### config.mk
export PLATFORM = sky130hd
export DESIGN_NAME = align_shifter_pipe_flat
export DESIGN_NICKNAME = d
export VERILOG_FILES = /design/src/rtl/align_shifter_pipe_if.sv /design/src/rtl/align_shifter_pipe.sv /design/src/flat_wrapper.sv
export SDC_FILE = /design/constraint.sdc
export NUM_CORES = 1
export LEC_CHECK = 0
export ABC_CLOCK_PERIOD_IN_PS = 3400
export CAP_MARGIN = 0
export CORE_MARGIN = 2
export CORE_UTILIZATION = 30
export DETAILED_ROUTE_END_ITERATION = 12
export GPL_TIMING_DRIVEN = 0
export PLACE_DENSITY = 0.55
export SLEW_MARGIN = 20
export SYNTH_ARGS = -nofsm -noshare
export SYNTH_HDL_FRONTEND = slang
export SYNTH_SLANG_ARGS = --single-unit
### constraint.sdc
create_clock -name clk -period 3.4 [get_ports clk]
set_clock_uncertainty 0.05 [all_clocks]
set_input_delay 0.68 -clock clk [delete_from_list [all_inputs] [get_ports clk]]
set_output_delay 0.68 -clock clk [all_outputs]
set_load 0.05 [all_outputs]
### src/rtl/align_shifter_pipe_if.sv
// Stream bundle for the FP-add alignment shifter.
// master drives operations and consumes results; slave is the shifter.
interface align_shifter_pipe_if #(
  parameter int WIDTH   = 11,
  parameter int SHAMT_W = 8,
  parameter int TAG_W   = 4
);
  logic               flush;
  logic               in_valid;
  logic               in_ready;
  logic [WIDTH-1:0]   in_mant;
  logic [SHAMT_W-1:0] in_shamt;
  logic [TAG_W-1:0]   in_tag;
  logic               out_valid;
  logic               out_ready;
  logic [WIDTH-1:0]   out_mant;
  logic               out_guard;
  logic               out_round;
  logic               out_sticky;
  logic [TAG_W-1:0]   out_tag;

  modport master (
    output flush, in_valid, in_mant, in_shamt, in_tag, out_ready,
    input  in_ready, out_valid, out_mant, out_guard, out_round,
    input  out_sticky, out_tag
  );

  modport slave (
    input  flush, in_valid, in_mant, in_shamt, in_tag, out_ready,
    output in_ready, out_valid, out_mant, out_guard, out_round,
    output out_sticky, out_tag
  );
endinterface

### src/rtl/align_shifter_pipe.sv
// Pipelined right-shift aligner with guard/round/sticky extraction.
// Barrel levels are spread evenly over STAGES elastic register stages.
module align_shifter_pipe #(
  parameter int WIDTH   = 11,
  parameter int SHAMT_W = 8,
  parameter int STAGES  = 2,
  parameter int TAG_W   = 4
) (
  input logic                clk,
  input logic                rst,
  align_shifter_pipe_if.slave io
);
  localparam int EW   = WIDTH + 2;
  localparam int LVL  = $clog2(EW);
  localparam int LAST = STAGES - 1;

  logic [EW-1:0]    e_q   [STAGES];
  logic [EW-1:0]    e_d   [STAGES];
  logic [EW-1:0]    src_e [STAGES];
  logic [LVL-1:0]   sh_q  [STAGES];
  logic [LVL-1:0]   sh_d  [STAGES];
  logic [LVL-1:0]   src_sh[STAGES];
  logic             st_q  [STAGES];
  logic             st_d  [STAGES];
  logic             src_st[STAGES];
  logic [TAG_W-1:0] tag_q [STAGES];
  logic [TAG_W-1:0] tag_d [STAGES];
  logic [TAG_W-1:0] src_tg[STAGES];
  logic [STAGES-1:0] v_q;
  logic [STAGES-1:0] v_d;
  logic [STAGES-1:0] ld;

  logic           full;
  logic           in_rdy;
  logic           acc;
  logic           sat;
  logic [EW-1:0]  e_t;
  logic [LVL-1:0] sh_t;
  logic           st_t;

  // A stage may load unless it and every stage after it is stalled.
  always_comb begin
    full = 1'b1;
    ld   = '0;
    for (int k = 0; k < STAGES; k++) begin
      full = 1'b1;
      for (int j = k; j < STAGES; j++) begin
        full = full & v_q[j];
      end
      ld[k] = !(full && !io.out_ready);
    end
  end

  assign in_rdy      = !rst && !io.flush && ld[0];
  assign acc         = io.in_valid && in_rdy;
  assign io.in_ready = in_rdy;

  // Stage inputs: saturation folded in at entry, then the register chain.
  always_comb begin
    sat       = 32'(io.in_shamt) >= 32'(EW);
    src_e[0]  = sat ? '0 : {io.in_mant, 2'b00};
    src_sh[0] = sat ? '0 : io.in_shamt[LVL-1:0];
    src_st[0] = sat ? (|io.in_mant) : 1'b0;
    src_tg[0] = io.in_tag;
    for (int k = 1; k < STAGES; k++) begin
      src_e[k]  = e_q[k-1];
      src_sh[k] = sh_q[k-1];
      src_st[k] = st_q[k-1];
      src_tg[k] = tag_q[k-1];
    end
  end

  // Each stage applies its share of the 2**j shift levels.
  always_comb begin
    e_t  = '0;
    sh_t = '0;
    st_t = 1'b0;
    for (int k = 0; k < STAGES; k++) begin
      e_t  = src_e[k];
      sh_t = src_sh[k];
      st_t = src_st[k];
      for (int j = 0; j < LVL; j++) begin
        if ((j * STAGES) / LVL == k && sh_t[j]) begin
          st_t = st_t
               | (|(e_t & ((EW'(1) << (2**j)) - EW'(1))));
          e_t  = e_t >> (2**j);
        end
      end
      e_d[k]   = e_t;
      sh_d[k]  = sh_t;
      st_d[k]  = st_t;
      tag_d[k] = src_tg[k];
    end
  end

  // Valid bits move with their data; flush empties the pipe.
  always_comb begin
    v_d = v_q;
    if (ld[0]) v_d[0] = acc;
    for (int k = 1; k < STAGES; k++) begin
      if (ld[k]) v_d[k] = v_q[k-1];
    end
    if (io.flush) v_d = '0;
  end

  // Stage registers; data only moves when the stage loads.
  always_ff @(posedge clk) begin
    if (rst) begin
      v_q <= '0;
      for (int k = 0; k < STAGES; k++) begin
        e_q[k]   <= '0;
        sh_q[k]  <= '0;
        st_q[k]  <= 1'b0;
        tag_q[k] <= '0;
      end
    end else begin
      v_q <= v_d;
      for (int k = 0; k < STAGES; k++) begin
        if (ld[k]) begin
          e_q[k]   <= e_d[k];
          sh_q[k]  <= sh_d[k];
          st_q[k]  <= st_d[k];
          tag_q[k] <= tag_d[k];
        end
      end
    end
  end

  assign io.out_valid  = v_q[LAST];
  assign io.out_mant   = e_q[LAST][EW-1:2];
  assign io.out_guard  = e_q[LAST][1];
  assign io.out_round  = e_q[LAST][0];
  assign io.out_sticky = st_q[LAST];
  assign io.out_tag    = tag_q[LAST];
endmodule

### src/flat_wrapper.sv
// flat-port wrapper written by rule: the top's interface ports become plain ports
module align_shifter_pipe_flat 
#(
  parameter int WIDTH   = 11,
  parameter int SHAMT_W = 8,
  parameter int STAGES  = 2,
  parameter int TAG_W   = 4
)
  (clk, rst, io_flush, io_in_valid, io_in_mant, io_in_shamt, io_in_tag, io_out_ready, io_in_ready, io_out_valid, io_out_mant, io_out_guard, io_out_round, io_out_sticky, io_out_tag);
  align_shifter_pipe_if #(.WIDTH(WIDTH), .SHAMT_W(SHAMT_W), .TAG_W(TAG_W)) io_i ();
  input logic clk;
  input logic rst;
  input wire logic [$bits(io_i.flush)-1:0] io_flush;
  input wire logic [$bits(io_i.in_valid)-1:0] io_in_valid;
  input wire logic [$bits(io_i.in_mant)-1:0] io_in_mant;
  input wire logic [$bits(io_i.in_shamt)-1:0] io_in_shamt;
  input wire logic [$bits(io_i.in_tag)-1:0] io_in_tag;
  input wire logic [$bits(io_i.out_ready)-1:0] io_out_ready;
  output wire logic [$bits(io_i.in_ready)-1:0] io_in_ready;
  output wire logic [$bits(io_i.out_valid)-1:0] io_out_valid;
  output wire logic [$bits(io_i.out_mant)-1:0] io_out_mant;
  output wire logic [$bits(io_i.out_guard)-1:0] io_out_guard;
  output wire logic [$bits(io_i.out_round)-1:0] io_out_round;
  output wire logic [$bits(io_i.out_sticky)-1:0] io_out_sticky;
  output wire logic [$bits(io_i.out_tag)-1:0] io_out_tag;
  assign io_i.flush = io_flush;
  assign io_i.in_valid = io_in_valid;
  assign io_i.in_mant = io_in_mant;
  assign io_i.in_shamt = io_in_shamt;
  assign io_i.in_tag = io_in_tag;
  assign io_i.out_ready = io_out_ready;
  assign io_in_ready = io_i.in_ready;
  assign io_out_valid = io_i.out_valid;
  assign io_out_mant = io_i.out_mant;
  assign io_out_guard = io_i.out_guard;
  assign io_out_round = io_i.out_round;
  assign io_out_sticky = io_i.out_sticky;
  assign io_out_tag = io_i.out_tag;
  align_shifter_pipe #(.WIDTH(WIDTH), .SHAMT_W(SHAMT_W), .STAGES(STAGES), .TAG_W(TAG_W)) u_core (.clk(clk), .rst(rst), .io(io_i));
endmodule
# --- Yosys cells after proc, flatten, opt, wreduce, memory -nomap -nowiden ---
# Memories as Yosys holds them, arrays and structs flattened.
# Index checks and enable logic that the tools add are counted.
word_totals:
  reg_bits: 2
  mem_bits_rw: 44
  inputBits: 28
  elab_cells: 61
  mem_count: 4
memory_table:
  columns: ["memory", "words", "word_bits", "rd", "rd_clocked_by_memory_dff", "write_ports", "line", "source"]
  rows:
  - ["u_core.e_q", 2, 13, 2, 0, 2, "align_shifter_pipe.sv:17", "logic [EW-1:0] e_q [STAGES];"]
  - ["u_core.sh_q", 2, 4, 1, 0, 2, "align_shifter_pipe.sv:20", "logic [LVL-1:0] sh_q [STAGES];"]
  - ["u_core.tag_q", 2, 4, 2, 0, 2, "align_shifter_pipe.sv:26", "logic [TAG_W-1:0] tag_q [STAGES];"]
  - ["u_core.st_q", 2, 1, 2, 0, 2, "align_shifter_pipe.sv:23", "logic st_q [STAGES];"]
classes:
  magnitude_cmp: 1
  muxes: 27
  bitwise: 13
  reduce_logical: 14
ops:
  columns: ["op", "count"]
  rows:
  - ["13-bit two-way mux", 7]
  - ["4-bit two-way mux", 5]
  - ["1-bit two-way mux", 15]
  - ["1-bit OR", 12]
  - ["11-bit OR reduction", 1]
  - ["8-bit by 4-bit >= comparator with 1-bit output, second input constant", 1]
  - ["8-bit OR reduction", 1]
  - ["1-bit logical AND", 5]
  - ["1-bit logical NOT", 4]
  - ["2-bit OR reduction", 2]
  - ["4-bit OR reduction", 1]
  - ["1-bit AND", 1]

# --- Depth between registers and ports, before layout ---
# Gate-level depths: netlist of run 1.
depth:
  ltp_word: 7
  depth_mapped: 5

# --- Worst setup path before layout of run 1 ---
# No wires, ideal clock.
synth_path:
  kind: "input to output"
  startpoint: "input port io_out_ready"
  endpoint: "output port io_in_ready"
  arrival_ns: 1.762
  t_required_ns: 2.670
  setup_slack_ns: 0.908
  cell_stages: 4
  n_path_buf: 1
  cell_sequence: "nor2b_2 a21o_1 buf_2 nor2_1"
synth_via:
  elab_chain_len: 4
synth_lines:
  columns: ["element", "line", "source"]
  rows:
  - ["start, declared", "flat_wrapper.sv:18", "input wire logic [$bits(io_i.out_ready)-1:0] io_out_ready;"]
  - ["1-bit logical NOT", "align_shifter_pipe.sv:50", "ld[k] = !(full && !io.out_ready);"]
  - ["1-bit logical AND", "align_shifter_pipe.sv:50", null]
  - ["1-bit logical NOT", "align_shifter_pipe.sv:50", null]
  - ["1-bit logical AND", "align_shifter_pipe.sv:54", "assign in_rdy = !rst && !io.flush && ld[0];"]
  - ["end, declared", "flat_wrapper.sv:19", "output wire logic [$bits(io_i.in_ready)-1:0] io_in_ready;"]
# No other way between the ends.

# --- Worst setup path after layout of run 1 ---
# Same ends and word-level chain as after synthesis.

==> results.py, run 1 <==
metrics = {
    "outcome": {
        "status": "finished clean",
    },
    "detailed_routing": {
        "first_pass_iters": 4,
        "vias": 1403,
        "postRouteAntennaNets": 0,
        "routedWlPerCell_um": 11.5,
        "vias_per_cell": 4.58,
        "wirelength_um": 3510,
        "drt_iter0_drc": 77,
        "drc_errors": 0,
    },
    "clocking": {
        "clock_sinks": 40,
        "cts_buffers": 5,
        "htreeDepth": 2,
        "cts-root-buf": "clkbuf_8",
        "cts_setup_buffers": 0,
        "cts_hold_buf": 0,
        "clk_latency_ps": 280,
        "clockBufferDepth": 2,
        "path_clk_slew_ps": 70,
        "cts_resized": 0,
        "cts_tree": "built",
    },
    "logic_synthesis": {
        "async_reset_ff_share_pct": 0,
        "synth_flop_cell": "edfxtp_1",
        "synth_fp_nets": 201,
        "synth_seq_area_share_pct": 56.9,
        "synth_area_per_cell_um2": 12.0,
        "netlist_area_mm2": 0.00208,
        "synthCells": 173,
        "synth-seq-cells": 40,
        "post_synth_num_cell_types": 31,
        "ys_warn_count": 0,
        "synth_edf_count": 38,
    },
    "sta": {
        "finalCritPeriodShare_pct": 86.5,
        "finalSetupViolations": 0,
        "relSlewSlack_pct": 38.3,
        "setup_tns_ps": 0,
        "fmax_mhz": 340,
        "slew_violations": 0,
        "max_slew.worst_pin.slew_ps": 923,
        "hold_viol": 0,
        "rsz0062_at_grt": "no",
        "finalCriticalPeriod_ps": 2940,
        "worst_slack_ps": 458,
    },
    "cells_and_area": {
        "final_common_cell": "clkdlybuf4s50_1",
        "area.growth.synth_to_final_pct": 31.1,
        "final_cell_mix": "44 x clkdlybuf4s50_1, 38 x edfxtp_1, 17 x nor2_1, 17 x a211oi_1",
        "stdcell_area_mm2": 0.00272,
        "drive_gt1_share_pct": 15.5,
        "finish.utilization_pct": 40.3,
        "antennaDiodeCount": 0,
        "nNetsFinal": 253,
    },
    "critical_path": {
        "regToRegStartpoint": "u_core.v_q[1]",
        "worstReg2RegEnd": "u_core.tag_q[0][0]",
        "reg2reg_slack_ps": 1520,
        "required_ps": 2670,
        "crit_path_end_kind": "primary output",
        "cp_max_fo": 10,
        "crit_arrival_ps": 2210,
        "startpoint_type": "primary input",
        "crit_type": "in2out",
        "r2r_cells": 2,
    },
    "placement": {
        "dp_hpwl_um": 2800,
        "place_congestion": 0.816,
        "dp_slack_ps": 55.1,
        "placed_area_mm2": 0.00263,
        "portBuffers": 45,
    },
    "worst_hold_path": {
        "min_path_type": "reg2reg",
        "min_delay_path_depth": 1,
        "holdPathEnd": "u_core.tag_q[0][4]",
        "hold_start": "u_core.tag_q[0][0]",
    },
    "floorplanning": {
        "die_area_mm2": 0.00760,
        "die_height_um": 87.2,
        "initial_utilization_pct": 30.7,
        "die_w_um": 87.2,
        "io_pins": 48,
        "rows": 30,
        "core_area_mm2": 0.00676,
    },
    "global_routing": {
        "grt_max_degree": 21,
        "antenna_found_initial": 0,
        "grt_pass1_vias": 1266,
        "grt_pass1_wl_um": 5840,
        "grt.total_usage_pct": 9.89,
        "overflow": 0,
    },
    "pwr": {
        "ir_drop_mv": 0.110,
        "powerDensity_mw_per_mm2": 359,
        "p_leak_nw": 1.05,
    },
    "flow_run": {
        "max_cap_viol_count": 0,
    },
}
metrics by stage:
| stage | std cells | hold WS (ps) | total power [W] |
|---|---|---|---|
| after CTS | 306 | 466 | 0.000990 |
| after detailed placement | 298 | 457 | 0.000681 |
| after floorplan | 173 | 447 | 0.000625 |
| after global placement | 298 | 452 | 0.000680 |
| final | 306 | 465 | 0.000977 |
| after global routing | 306 | 491 | 0.00102 |
kinds of logic after synthesis:
kind of cell | Yosys count | share of synthesized area (%)
AOI/OAI and AO/OA | 32 | 11.3
DFF | 40 | 56.9
buffers and inverters | 23 | 7.35
muxes | 15 | 7.35
and+or+nand+nor | 63 | 17.1
metal layers:
layer  global-route usage, %  wire length (µm)  part of all wire [%]  vias to the layer above
met4                    4.90               118                   3.4                        0
met1                    12.7              1720                    49                      609
met3                    2.84               169                   4.8                        8
li1                        -                 -                     -                      741
met5                       0                 0                     0                        -
met2                    15.2              1510                    43                       45
where the power goes:
part	switching [W]	internal [W]	total [W]
combinational	0.0000616	0.0000584	0.000120
sequential	0.00000434	0.000544	0.000549
clock	0.000146	0.000161	0.000308
total	0.000212	0.000764	0.000977
flip-flops by register name, indices dropped and copies added (netlist names):
signal	cells
u_core.tag_q	8
u_core.sh_q	2
u_core.st_q	2
u_core.e_q	26
u_core.v_q	2
synth_stat cells (all sizes together), types with 2 or more instances:
master  number  area (µm²)
edfxtp      38        1140
buf         19         138
a211oi      17         128
nor2        17        63.8
and2        13        81.3
mux2i       13         130
a21oi       10        61.3
nor3        10        50.1
nor2b        6        40.0
nand2        5        21.3
nor4         5        46.3
inv          3        11.3
dfxtp        2        40.0
mux2         2        22.5
nand2b       2        12.5
o41ai        2        17.5
worst max-delay path, cell delays in order:
cell             delay (ps)
clkdlybuf4s50_1         410
nor2b_2                 280
a21o_1                  220
buf_2                   250
nor2_1                   60
dlymetal6s2s_1          300
worst max-delay path by stage:
stage,from,to,depth (start not counted)
finish,io_out_ready,io_in_ready,6
global route,io_out_ready,io_in_ready,6
CTS,io_out_ready,io_in_ready,6
detailed placement,io_out_ready,io_in_ready,6
global placement,io_out_ready,io_in_ready,6
floorplan,io_out_ready,io_in_ready,4
layout make-up:
type                       count  area [µm²]
fill                         681        4030
sequential                    40        1180
multi-input combinational    110         743
timing repair buffer          45         453
buffer                        20         141
tap                           80         100
clock buffer                   6        82.6
inverter                       3        11.3
clock inverter                 2        10.0
Note: power is estimated with default switching activity, not from simulation.
==> run 2: changes to the inputs <==
--- a/config.mk
+++ b/config.mk
@@ -6,7 +6,6 @@
 export NUM_CORES = 1
 export LEC_CHECK = 0
 export ABC_CLOCK_PERIOD_IN_PS = 3400
-export CAP_MARGIN = 0
 export CORE_MARGIN = 2
 export CORE_UTILIZATION = 30
 export DETAILED_ROUTE_END_ITERATION = 12
==> results of run 2 <==
Same layout as run 1: the final DEF is identical, and so are final timing and power.
==> run 3: changes to the inputs <==
--- a/config.mk
+++ b/config.mk
@@ -6,6 +6,7 @@
 export NUM_CORES = 1
 export LEC_CHECK = 0
 export ABC_CLOCK_PERIOD_IN_PS = 3400
+export CAP_MARGIN = 5
 export CORE_MARGIN = 2
 export CORE_UTILIZATION = 30
 export DETAILED_ROUTE_END_ITERATION = 12
==> results of run 3 <==
Same layout as run 1: the final DEF is identical, and so are final timing and power.
